`src/rtl/mips_pkg.sv`:
```
// Shared MIPS pipeline constants and types, reused by the ID, hazard,
// forwarding and writeback units.
package mips_pkg;

    localparam int DATA_W     = 32;
    localparam int REG_ADDR_W = 5;
    localparam int NREG       = 32;

    typedef logic [REG_ADDR_W-1:0] reg_addr_t;
    typedef logic [DATA_W-1:0]     word_t;

    localparam reg_addr_t REG_ZERO = 5'd0;

    // True when the index names a real (writable) register rather than $0.
    function automatic logic is_writable(input reg_addr_t addr);
        return addr != REG_ZERO;
    endfunction

endpackage : mips_pkg

```
`src/rtl/regfile_2r1w.sv`:
```
// Raw 2-read/1-write register storage. $0 reads as zero and ignores writes;
// reset clears every register. Reads are combinational from storage.
module regfile_2r1w
    import mips_pkg::*;
(
    input  logic      clk,
    input  logic      rst,
    input  logic      we,
    input  reg_addr_t waddr,
    input  word_t     wdata,
    input  reg_addr_t raddr_a,
    input  reg_addr_t raddr_b,
    output word_t     rdata_a,
    output word_t     rdata_b
);

    word_t regs_reg [NREG];

    // One storage word per register; $0 has no write path and stays at zero.
    generate
        for (genvar gi = 0; gi < NREG; gi++) begin : g_reg
            always_ff @(posedge clk) begin
                if (rst) begin
                    regs_reg[gi] <= '0;
                end else if ((gi != 0) && we && (waddr == reg_addr_t'(gi))) begin
                    regs_reg[gi] <= wdata;
                end
            end
        end
    endgenerate

    // Combinational read with $0 masking on both ports.
    always_comb begin
        rdata_a = is_writable(raddr_a) ? regs_reg[raddr_a] : '0;
        rdata_b = is_writable(raddr_b) ? regs_reg[raddr_b] : '0;
    end

endmodule : regfile_2r1w

```
`src/rtl/wb_regfile.sv`:
```
// Writeback stage: selects memory or ALU data, commits it into the register
// file, serves two read ports to ID and registers the committed write for
// EX-stage forwarding. Also counts committed (non-$0) writes.
// Build option: define WB_REGFILE_BYPASS_EN to make the read ports return the
// value being written in the same cycle (write-through); otherwise the old
// value is returned during the write cycle.
module wb_regfile
    import mips_pkg::*;
#(
    parameter int DATA_W = 32,
    parameter int NREG   = 32,
    parameter int CNT_W  = 32
) (
    input  logic              clk,
    input  logic              rst,
    input  logic              i_WB_ctrl_Mem2Reg,
    input  logic              i_WB_ctrl_RegWrite,
    input  logic [31:0]       i_WB_data_RegAddrW,
    input  logic [DATA_W-1:0] i_WB_data_MemData,
    input  logic [DATA_W-1:0] i_WB_data_ALUData,
    input  logic [4:0]        i_ID_RegAddrA,
    input  logic [4:0]        i_ID_RegAddrB,
    output logic [DATA_W-1:0] o_ID_RegDataA,
    output logic [DATA_W-1:0] o_ID_RegDataB,
    output logic              o_FWD_valid,
    output logic [4:0]        o_FWD_addr,
    output logic [DATA_W-1:0] o_FWD_data,
    output logic [CNT_W-1:0]  o_WB_count
);

    localparam int ADDR_W = $clog2(NREG);

    reg_addr_t addr;
    word_t     wdata;
    logic      we;
    word_t     stored_a;
    word_t     stored_b;

    // Only the low index bits select a register; the rest of the field is ignored.
    logic unused_addr_bits;
    assign unused_addr_bits = ^i_WB_data_RegAddrW[31:ADDR_W];

    // Writeback data select and commit qualification ($0 never commits).
    always_comb begin
        addr  = i_WB_data_RegAddrW[ADDR_W-1:0];
        wdata = i_WB_ctrl_Mem2Reg ? i_WB_data_MemData : i_WB_data_ALUData;
        we    = i_WB_ctrl_RegWrite && is_writable(addr);
    end

    regfile_2r1w u_regs (
        .clk     (clk),
        .rst     (rst),
        .we      (we),
        .waddr   (addr),
        .wdata   (wdata),
        .raddr_a (i_ID_RegAddrA),
        .raddr_b (i_ID_RegAddrB),
        .rdata_a (stored_a),
        .rdata_b (stored_b)
    );

`ifdef WB_REGFILE_BYPASS_EN
    // Write-through: a read of the register being written sees the new value now.
    always_comb begin
        o_ID_RegDataA = (we && (i_ID_RegAddrA == addr)) ? wdata : stored_a;
        o_ID_RegDataB = (we && (i_ID_RegAddrB == addr)) ? wdata : stored_b;
    end
`else
    // No write-through: the new value appears on the cycle after the write.
    always_comb begin
        o_ID_RegDataA = stored_a;
        o_ID_RegDataB = stored_b;
    end
`endif

    logic              fwd_valid_reg;
    reg_addr_t         fwd_addr_reg;
    word_t             fwd_data_reg;
    logic [CNT_W-1:0]  count_reg;

    // Forwarding register: mirrors last cycle's commit, zeroed when nothing committed.
    always_ff @(posedge clk) begin
        if (rst) begin
            fwd_valid_reg <= 1'b0;
            fwd_addr_reg  <= '0;
            fwd_data_reg  <= '0;
        end else begin
            fwd_valid_reg <= we;
            fwd_addr_reg  <= we ? addr  : '0;
            fwd_data_reg  <= we ? wdata : '0;
        end
    end

    // Retired-write counter, wraps naturally at 2^CNT_W.
    always_ff @(posedge clk) begin
        if (rst) begin
            count_reg <= '0;
        end else if (we) begin
            count_reg <= count_reg + CNT_W'(1);
        end
    end

    assign o_FWD_valid = fwd_valid_reg;
    assign o_FWD_addr  = fwd_addr_reg;
    assign o_FWD_data  = fwd_data_reg;
    assign o_WB_count  = count_reg;

endmodule : wb_regfile
```
`config.mk`:
```
export PLATFORM = sky130hd
export DESIGN_NAME = wb_regfile
export DESIGN_NICKNAME = d
export VERILOG_FILES = /design/src/rtl/mips_pkg.sv /design/src/rtl/regfile_2r1w.sv /design/src/rtl/wb_regfile.sv
export SDC_FILE = /design/constraint.sdc
export NUM_CORES = 2
export LEC_CHECK = 0
export CORE_ASPECT_RATIO = 1.5
export CORE_UTILIZATION = 55
export CTS_CLUSTER_DIAMETER = 60
export DETAILED_ROUTE_END_ITERATION = 8
export GPL_TIMING_DRIVEN = 0
export PLACE_DENSITY = 0.85
export SLEW_MARGIN = 20
export SYNTH_ARGS = -nofsm -noshare
export SYNTH_HDL_FRONTEND = slang
export SYNTH_SLANG_ARGS = --single-unit
```
`constraint.sdc`:
```
create_clock -name clk -period 8.2 [get_ports clk]
set_input_delay 1.23 -clock clk [delete_from_list [all_inputs] [get_ports clk]]
set_output_delay 1.23 -clock clk [all_outputs]
set_load 0.02 [all_outputs]
```
; Word level (Yosys, flattened, before mapping)
; Memory sizes are Yosys's and may differ from the RTL's.
; Cells that the tools add are included.
[totals]
ram_bits = 1024
out_inout_bits = 134
latch_bits = 0
rom_bits = 0
input_bits = 110
register_bits = 70
mem_count = 1
elab_cells = 234
[memory_table]
columns = name, depth, word_bits, rd, rd_ports_with_merged_regs, write_ports, line
row1 = u_regs.regs_reg, 32, 32, 2, 0, 32, regfile_2r1w.sv:17  ; word_t regs_reg [NREG];
[op_classes]
n_lt_le_gt_ge = 0
n_eq_ne = 31
multipliers = 0
n_shift = 0
bitwise = 32
div_mod_pow = 0
mux = 129
reduce_logical = 36
addsub = 1
[ops]
columns = op, count
row1 = 2-to-1 mux 32 bit, 34
row2 = 2-to-1 mux 1 bit, 95
row3 = equality test 5 bit (second input constant), 16
row4 = equality test 5 x 4 -> 1 bit (second input constant), 8
row5 = adder 32 x 1 -> 32 bit (second input constant), 1
row6 = logical AND 1 bit, 32
row7 = bitwise OR 1 bit, 31
row8 = equality test 5 x 3 -> 1 bit (second input constant), 4
row9 = nonzero test 5 bit, 3
row10 = equality test 5 x 2 -> 1 bit (second input constant), 2
row11 = equality test 5 x 1 -> 1 bit (second input constant), 1
row12 = OR reduction 2 bit, 1
row13 = NOT 1 bit, 1

; Depth between registers and ports, before layout
[depth]
depth_word = 7
depth_mapped = 9

; By module
; A second synthesis with hierarchy kept.
[hier_totals]
hier_cells = 4002
area_unflattened_um2 = 56614.3
[modules_own_cells]
columns = module, area_each_um2, instances, cells_per_inst
row1 = regfile_2r1w, 53664.0, 1, 3705
row2 = wb_regfile, 2950.3, 1, 297

; Worst setup path before layout
; Ideal clock, no wire load.
[synth_timing]
kind = in2out
startpoint = in i_ID_RegAddrB[0]
endpoint = out o_ID_RegDataB[11]
slack_ns = 3.743
cell_stages = 9
path_buffers = 5
arrival_ns = 3.227
cell_sequence = buf_2 -> buf_2 -> buf_4 -> buf_2 -> clkbuf_1 -> a22oi_1 -> o221ai_1 -> nand2_1 -> o21ai_0
[synth_via]
elab_chain_cells = 2
[synth_lines]
columns = element, line
row1 = "start, declared", wb_regfile.sv:22  ; input logic [4:0] i_ID_RegAddrB,
row2 = memory read (32 x 32 bit) / nonzero test 5 bit (equally long branches), -
row3 = 2-to-1 mux 32 bit (*), regfile_2r1w.sv:35  ; rdata_b = is_writable(raddr_b) ? regs_reg[raddr_b] : '0;
row4 = "end, declared", wb_regfile.sv:24  ; output logic [DATA_W-1:0] o_ID_RegDataB,
; Every way passes the cells marked *; elsewhere a longest branch is shown, timed or not.

; Final worst setup path
[layout_timing]
startpoint = in i_ID_RegAddrA[2]
endpoint = out o_ID_RegDataA[0]
[layout_via]
elab_chain_cells = 2
[layout_lines]
columns = element, line
row1 = "start, declared", wb_regfile.sv:21  ; input logic [4:0] i_ID_RegAddrA,
row2 = memory read (32 x 32 bit) / nonzero test 5 bit (equally long branches), -
row3 = 2-to-1 mux 32 bit (*), regfile_2r1w.sv:34  ; rdata_a = is_writable(raddr_a) ? regs_reg[raddr_a] : '0;
row4 = "end, declared", wb_regfile.sv:23  ; output logic [DATA_W-1:0] o_ID_RegDataA,
; Marks and branches as above.

==> flow_metrics.py <==
metrics = {
    "status": {
        "outcome": "finished clean",
    },
    "clock_network": {
        "worstSkewPairLatency_ns": 0.74,
        "clock_path_buffers": 3,
        "tritoncts": "built",
        "numCtsBuffers": 94,
        "path_clk_slew_ns": 0.06,
        "cts_sinks": 1062,
        "cts_hold_buffers": 0,
        "clock-root-buffer": "clkbuf_16",
        "cts_setup_buffers": 0,
        "postCtsResizedCells": 0,
        "htreeDepth": 3,
    },
    "global_route": {
        "grtUsageMet1_pct": 42.2,
        "grt_pass1_vias": 41300,
        "antenna_found_initial": 12,
        "top_usage_layer": "met2",
        "grt_pass1_wl_um": 272000,
        "grt_util_met3_pct": 12.4,
        "met2_usage_pct": 64.0,
        "overflow": 0,
        "grt_max_degree": 33,
        "grtUsageTotal_pct": 39.2,
    },
    "synth": {
        "syn_avg_cell_area_um2": 13.3,
        "synth_warnings": 0,
        "async_reset_ff_share_pct": 0,
        "yosysUniqueCellTypes": 46,
        "synth_edf_count": 992,
        "syn_inst": 4014,
        "ys_ff_latch": 1062,
        "yosysSeqAreaShare_pct": 58.4,
        "ys.flop_type": "edfxtp_1",
        "mappedNetlistArea_um2": 53400,
        "syn_nets": 4125,
    },
    "flow_run": {
        "cap_violations": 0,
    },
    "place": {
        "io_buffer_count": 205,
        "gp_congestion": 1.01,
        "dp_hpwl_um": 142000,
    },
    "routing": {
        "via_per_inst": 7.14,
        "vias": 40700,
        "drt-pass1-iter-count": 8,
        "wl_um": 193000,
        "first_iter_violations": 6830,
        "wl_per_cell_um": 33.9,
        "drcViolationCount": 0,
        "ant_nets": 0,
    },
    "final_layout": {
        "multiInputGateArea_um2": 20700,
        "nets": 4459,
        "layout-drive-gt1-share_pct": 17.0,
        "fin_util_pct": 63.6,
        "fill_cells": 6912,
        "largest_register_ffs": 992,
        "seq_area_um2": 31200,
        "area_growth_pct": 14.2,
    },
    "sta": {
        "period_minus_slack_ns": 7.37,
        "rsz0062_at_grt": "false",
        "setup_viol": 0,
        "final_hold_viol_count": 0,
        "fmax_mhz": 136,
        "worst_pin_slew_ns": 1.20,
        "slew_headroom_pct": 19.8,
        "slew_violations": 0,
        "finClkSkew_ns": 0.0228,
        "fin_setup_tns_ns": 0,
        "final.period_utilization_pct": 89.9,
        "timing.hold.ws_ns": 0.528,
    },
    "worst_setup_path": {
        "cpMostUsedCell": "clkbuf_1",
        "start_kind": "input port",
        "cp.arrival_ns": 6.14,
        "critPathMaxStageDelay_ns": 0.93,
        "crit_buf_inv": 4,
        "critPathRequiredTime_ns": 6.97,
        "worstSetupPathType": "input port to primary output",
        "crit_path_end_kind": "primary output",
        "critical-path-top-delay-family": "buffers and inverters",
        "worstPathCellList": "clkbuf_1, clkbuf_1, clkbuf_1, mux4_2, a22o_1, o21ai_0, o21ai_0, clkdlybuf4s50_1",
        "crit_slowest_cell": "clkbuf_1",
        "path_max_fanout": 10,
    },
    "power_and_ir_drop": {
        "p_per_area_nw_per_um2": 210,
        "vdd_ir_drop_max_v": 0.000168,
        "power_leakage_nw": 21.3,
        "total_power_mw": 12.8,
    },
    "floorplan": {
        "num_io_pins": 244,
        "die_h_um": 384,
        "core_um2": 96000,
        "core.rowCount": 139,
        "die-width_um": 256,
        "die_area_um2": 98400,
        "start_util_pct": 55.7,
    },
    "hold_path": {
        "hp-class": "flop to flop",
    },
}
==> metrics by stage <==
step / std cells / setup WS [ns] / cell area, um^2
floorplan: 4014 / 3.74 / 53400
global placement: 5488 / 1.38 / 57100
detailed placement: 5521 / 1.32 / 57900
CTS: 5695 / 1.26 / 61000
global route: 5695 / 1.06 / 61000
finish: 5700 / 0.827 / 61000
==> synthesized netlist by cell type, drive strengths merged (16+ instances only) <==
| library cell | count | area [um^2] |
|---|---|---|
| a21o | 19 | 143 |
| a21oi | 45 | 225 |
| a22o | 128 | 1120 |
| a22oi | 63 | 473 |
| buf | 83 | 369 |
| clkbuf | 342 | 1280 |
| dfxtp | 70 | 1400 |
| edfxtp | 992 | 29800 |
| mux2 | 97 | 1090 |
| mux2i | 193 | 1930 |
| mux4 | 384 | 8650 |
| nand2 | 140 | 526 |
| nor2 | 1086 | 4080 |
| o21ai | 141 | 706 |
| o221ai | 32 | 280 |
| o22ai | 32 | 200 |
| o31ai | 32 | 240 |
| xnor2 | 16 | 140 |
==> cell usage in the layout (no fill, tap or decap), types with 32 or more instances in the layout <==
master,n
nor2_1,1086
clkdlybuf4s50_1,205
mux2i_1,193
buf_2,39
a22oi_1,63
o31ai_1,32
o22ai_1,32
mux2_2,97
a22o_1,128
o21ai_0,141
edfxtp_1,992
clkbuf_16,98
mux4_2,384
dfxtp_1,70
clkbuf_1,356
a21oi_1,45
o221ai_1,32
nand2_1,140
==> kinds of logic (layout without fill, tap and decap cells) <==
group / after synthesis / after routing / synth area share, %
buf+inv: 435 / 847 / 3.16
other cells: 0 / 5 / 0
flops: 1062 / 1062 / 58.4
fa+ha+maj: 1 / 1 / 0.0234
xor+xnor: 18 / 18 / 0.295
mux: 674 / 674 / 21.8
compound gates: 508 / 508 / 6.57
simple gates: 1316 / 1316 / 9.72
==> worst reg2reg max path, cell delays in order, from the launching register on <==
cell	delay (ns)
dfxtp_1	0.46
nand4_2	0.16
or4_4	0.50
buf_6	0.15
or4_4	0.52
or3_1	0.32
a21oi_1	0.14
==> area by class of cell <==
class	count	area share, %
Sequential cell	1062	51.1
Multi-Input combinational cell	2517	33.9
Timing Repair Buffer	238	4.52
Clock buffer	122	4.27
Buffer	425	2.75
Tap cell	1269	2.60
Clock inverter	52	0.728
Inverter	10	0.0615
Antenna cell	5	0.0205
==> routing by layer <==
| layer | part of all wire (%) | wire (um) | vias to the layer above |
|---|---|---|---|
| li1 | - | - | 15800 |
| met1 | 29 | 55700 | 19600 |
| met2 | 47 | 91300 | 4030 |
| met3 | 14 | 27600 | 1219 |
| met4 | 9.7 | 18800 | 10 |
| met5 | 0.038 | 73 | - |
==> power breakdown <==
group | switching (mW) | internal (mW)
combinational | 1.15 | 0.723
clock | 2.10 | 2.44
sequential | 0.158 | 6.21
==> path summary, 6_finish.rpt <==
kind / to / slack (ns) / from / cells after the start
max reg2reg: o_WB_count[27]$_SDFFE_PP0P_ / 5.90 / o_WB_count[7]$_SDFFE_PP0P_ / 6
min: o_WB_count[21]$_SDFFE_PP0P_ / 0.53 / o_WB_count[21]$_SDFFE_PP0P_ / 2
min reg2reg: o_WB_count[21]$_SDFFE_PP0P_ / 0.53 / o_WB_count[21]$_SDFFE_PP0P_ / 2
max: o_ID_RegDataA[0] / 0.83 / i_ID_RegAddrA[2] / 8
(Power assumes the default switching activity.)
